## src/rtl/gcd_operand_sequencer.sv

```systemverilog
// Host-side initiator for the serial-load GCD unit: loads A then B onto the shared
// data bus, waits for done (or a timeout), and returns the result on a valid/ready port.
module gcd_operand_sequencer #(
  parameter int WIDTH   = 16,
  parameter int TIMEOUT = 1023,
  parameter int CNT_W   = 10
) (
  input  logic             clk,
  input  logic             rst_n,
  input  logic             in_valid,
  output logic             in_ready,
  input  logic [WIDTH-1:0] in_a,
  input  logic [WIDTH-1:0] in_b,
  output logic             out_valid,
  input  logic             out_ready,
  output logic [WIDTH-1:0] out_gcd,
  output logic             out_timeout,
  output logic             gcd_start,
  output logic [WIDTH-1:0] gcd_data,
  input  logic             gcd_done,
  input  logic [WIDTH-1:0] gcd_result
);

  typedef enum logic [2:0] {
    ST_IDLE   = 3'd0,
    ST_SEND_A = 3'd1,
    ST_SEND_B = 3'd2,
    ST_WAIT   = 3'd3,
    ST_HOLD   = 3'd4
  } state_t;

  localparam logic [CNT_W-1:0] TIMEOUT_C = CNT_W'(TIMEOUT);

  state_t             state_q, state_d;
  logic [WIDTH-1:0]   b_q, b_d;
  logic [CNT_W-1:0]   cnt_q, cnt_d;
  logic               in_ready_q, in_ready_d;
  logic               out_valid_q, out_valid_d;
  logic [WIDTH-1:0]   out_gcd_q, out_gcd_d;
  logic               out_timeout_q, out_timeout_d;
  logic               gcd_start_q, gcd_start_d;
  logic [WIDTH-1:0]   gcd_data_q, gcd_data_d;

  // Next-state and registered-output computation.
  always_comb begin
    state_d       = state_q;
    b_d           = b_q;
    cnt_d         = cnt_q;
    out_gcd_d     = out_gcd_q;
    out_timeout_d = out_timeout_q;
    gcd_data_d    = gcd_data_q;

    case (state_q)
      ST_IDLE: begin
        if (in_valid && in_ready_q) begin
          b_d = in_b;
          // A zero operand would never terminate the subtractive core; answer locally.
          if ((in_a != '0) && (in_b != '0)) begin
            state_d    = ST_SEND_A;
            gcd_data_d = in_a;
          end else begin
            state_d       = ST_HOLD;
            out_gcd_d     = in_a | in_b;
            out_timeout_d = 1'b0;
          end
        end else begin
          state_d = ST_IDLE;
        end
      end
      ST_SEND_A: begin
        state_d    = ST_SEND_B;
        gcd_data_d = b_q;
      end
      ST_SEND_B: begin
        state_d = ST_WAIT;
        cnt_d   = '0;
      end
      ST_WAIT: begin
        cnt_d = cnt_q + CNT_W'(1);
        if (gcd_done) begin
          state_d       = ST_HOLD;
          out_gcd_d     = gcd_result;
          out_timeout_d = 1'b0;
        end else if (cnt_q == TIMEOUT_C) begin
          state_d       = ST_HOLD;
          out_gcd_d     = '0;
          out_timeout_d = 1'b1;
        end else begin
          state_d = ST_WAIT;
        end
      end
      ST_HOLD: begin
        if (out_valid_q && out_ready) begin
          state_d = ST_IDLE;
        end else begin
          state_d = ST_HOLD;
        end
      end
      default: begin
        state_d = ST_IDLE;
      end
    endcase

    // Handshake and strobe outputs are decoded from the next state so they stay registered.
    gcd_start_d = (state_d == ST_SEND_A);
    in_ready_d  = (state_d == ST_IDLE);
    out_valid_d = (state_d == ST_HOLD);
  end

  // State and output registers with synchronous active-low reset.
  always_ff @(posedge clk) begin
    if (!rst_n) begin
      state_q       <= ST_IDLE;
      b_q           <= '0;
      cnt_q         <= '0;
      in_ready_q    <= 1'b0;
      out_valid_q   <= 1'b0;
      out_gcd_q     <= '0;
      out_timeout_q <= 1'b0;
      gcd_start_q   <= 1'b0;
      gcd_data_q    <= '0;
    end else begin
      state_q       <= state_d;
      b_q           <= b_d;
      cnt_q         <= cnt_d;
      in_ready_q    <= in_ready_d;
      out_valid_q   <= out_valid_d;
      out_gcd_q     <= out_gcd_d;
      out_timeout_q <= out_timeout_d;
      gcd_start_q   <= gcd_start_d;
      gcd_data_q    <= gcd_data_d;
    end
  end

  assign in_ready    = in_ready_q;
  assign out_valid   = out_valid_q;
  assign out_gcd     = out_gcd_q;
  assign out_timeout = out_timeout_q;
  assign gcd_start   = gcd_start_q;
  assign gcd_data    = gcd_data_q;

endmodule

```

## config.mk

```make
export PLATFORM = sky130hd
export DESIGN_NAME = gcd_operand_sequencer
export DESIGN_NICKNAME = d
export VERILOG_FILES = /design/src/rtl/gcd_operand_sequencer.sv
export SDC_FILE = /design/constraint.sdc
export NUM_CORES = 1
export LEC_CHECK = 0
export ABC_AREA = 1
export CELL_PAD_IN_SITES_DETAIL_PLACEMENT = 0
export CELL_PAD_IN_SITES_GLOBAL_PLACEMENT = 1
export CORE_UTILIZATION = 34
export DETAILED_ROUTE_END_ITERATION = 7
export GPL_ROUTABILITY_DRIVEN = 0
export PLACE_DENSITY = 0.78
export SKIP_LAST_GASP = 1
export SYNTH_ARGS = -nofsm -noshare
export SYNTH_HDL_FRONTEND = slang
export SYNTH_SLANG_ARGS = --single-unit
```

## constraint.sdc

```tcl
create_clock -name clk -period 1.9 [get_ports clk]
set_input_delay 0.38 -clock clk [delete_from_list [all_inputs] [get_ports clk]]
set_output_delay 0.38 -clock clk [all_outputs]
set_load 0.02 [all_outputs]
```

==> reports/summary.txt <==
antenna cell count -> 0
WHS -> 448 ps
Detailed Route WL -> 9.48 mm
CP max stage cell -> clkdlybuf4s50_1
DRT Pass-1 Iters -> 4
period utilization -> 90.2%
worst-path fanout max -> 2
main combinational cell family by area after synthesis -> simple AND/OR/NAND/NOR gates
setup TNS -> 0 ps
post-synthesis compound-gate area fraction -> 11.3%
RSZ-0062 raised after global routing -> false
Worst Path Required -> 1520 ps
Final Hold Viols -> 0
syn avg cell area -> 6.97 um2
most frequent cell after synthesis -> nor2_1
critical path type -> flip-flop to primary output
Worst slew margin -> 66.8%
CTS buffer count -> 9
status -> finished clean
DRC -> 0
post-synthesis simple-gate area fraction -> 36.1%
Synth-to-Final Area Change -> 44.5%
Yosys warning count -> 0
CTS Buffer Depth -> 2
Synth Area in Adders -> 0.382%
delay-heaviest family, CP -> buffers and inverters
min cycle time layout -> 1710 ps
# rows -> 35
critical-path cell list -> clkdlybuf4s50_1
synthesized area -> 3280 um2
max-slew violations -> 0
die height -> 100 um
Syn Inst Count -> 470
vias in the first global route -> 3172
total core area -> 9280 um2
DP Wirelength -> 7.03 mm
total power -> 4.33 mW
Die Wd -> 100 um
fill cell count -> 941
post-CTS setup buffer count -> 0
Max H-tree Level -> 3
mux contribution to synthesized area -> 2.41%
LEAKAGE -> 1.99 nW
power per cell area -> 915 nW/um2
initial antenna violation count -> 0
post-synth top area share -> 39.7%
Hold Buf Count CTS -> 0
#FFs+latches synth -> 65
total number of vias -> 3328
share of layout cells above drive strength 1 -> 14.7%
global-route wire length before repair -> 15.2 mm
Setup Skew -> 14.5 ps
# nets final -> 646
Least-Margin Pin Slew -> 498 ps
clk sinks -> 65
Hold Path Class -> flip-flop to flip-flop
pin count of the biggest net entering global routing -> 52
fmax -> 583 MHz
full die area -> 10000 um2
Cells after DPL -> 710
CTS tree -> done
clock-pin slew on the worst setup and hold paths -> 80 ps
clk_lat worst skew -> 360 ps
final setup violation count -> 0
Startpoint Class -> flip-flop
PortBufs -> 88
commonest cells in the netlist -> nor2_1, nand2_1, dfxtp_1
Starting Density -> 35.3%
Peak VDD IR -> 0.526 mV
Post-Layout Cell Count -> 726
clock root cell -> clkbuf_8
Primary FF master, synth -> dfxtp_1
Final ANT Viol Nets -> 0
Max Cap Viol -> 0
grt total ovfl -> 0
Post-CTS Resized -> 0
largest stage delay on the critical path -> 620 ps
mean routed wirelength per cell -> 13.1 um
xor-xnor portion of the synthesized cell area -> 0.802%
Synth cell types -> 29
Ports -> 89
crit path DAT -> 1330 ps
cells taking the most area after synthesis -> dfxtp_1, nor2_1, nand2_1
vias per cell -> 4.58
initial DRC count -> 152
Tot GR Track Use -> 19.8%
Post-synth EDFFs -> 0
Net Count, Synth -> 524
sequential area share after synthesis -> 39.7%
asr flop ratio synth -> 0%
CP Capture Type -> primary output
WP buf/inv -> 1
post-synth top area cell -> dfxtp_1
## cell families (layout without fill, tap and decap cells)
family,after synthesis,after routing
flops,65,65
simple gates,273,273
buf+inv,52,179
xor+xnor,3,3
compound gates,69,69
mux,7,7
fa+ha+maj,1,1
## placed cells by master, fill, tap and decap left out, drive strengths merged
cell	Yosys	layout
buf	19	48
clkinvlp	0	1
mux2	7	7
xor2	3	3
nor3	1	1
clkdlybuf4s50	0	88
clkbuf	6	9
a21oi	21	21
inv	27	28
bufinv	0	1
nand3	11	11
o21ai	30	30
nor2	146	146
ha	1	1
clkinv	0	4
nand3b	18	18
a211oi	2	2
nand2	95	95
nand4	2	2
a31oi	16	16
dfxtp	65	65
## per-layer routing
layer,vias up,global-route usage [%],part of all wire [%]
li1,1743,-,-
met1,1516,25.1,47
met2,59,33.8,48
met3,10,3.13,3.6
met4,0,7.36,1.2
met5,-,0,0
## power by group
group | internal [mW] | switching (mW) | total, mW
Sequential | 1.56 | 0.0879 | 1.65
Combinational | 0.713 | 0.767 | 1.48
Clock | 0.606 | 0.595 | 1.20
## layout make-up
cell class / instances / area [um2] / share of cell area [%]
timing repair buffer: 136 / 1300 / 27.5
sequential: 65 / 1300 / 27.5
inverter: 27 / 104 / 2.19
tap: 129 / 161 / 3.41
clock inverter: 7 / 70.1 / 1.48
clock buffer: 9 / 124 / 2.62
multi-input combinational: 353 / 1670 / 35.3
## stage by stage
| stage | setup WS, ps | utilization (%) | area (um2) |
|---|---|---|---|
| final | 186 | 51.0 | 4730 |
| after global routing | 59.8 | 51.0 | 4730 |
| after CTS | 160 | 51.0 | 4730 |
| after detailed placement | -76.5 | 48.9 | 4540 |
| after global placement | -47.8 | 48.9 | 4540 |
| after floorplan | 463 | - | 3280 |
## state kept, by name, indices dropped and copies added (netlist names)
name         cells
out_timeout      1
out_valid        1
state_q          3
gcd_data        16
gcd_start        1
b_q             16
cnt_q           10
in_ready         1
out_gcd         16
## path summary, 6_finish.rpt
check | start | end | slack [ps] | depth (start not counted)
max reg2reg | cnt_q[0] | out_gcd[12] | 220 | 11
min | b_q[11] | b_q[11] | 450 | 2
min reg2reg | b_q[11] | b_q[11] | 450 | 2
max | out_gcd[2] | out_gcd[2] | 190 | 1
No activity file was read; power rests on OpenSTA's default activity.
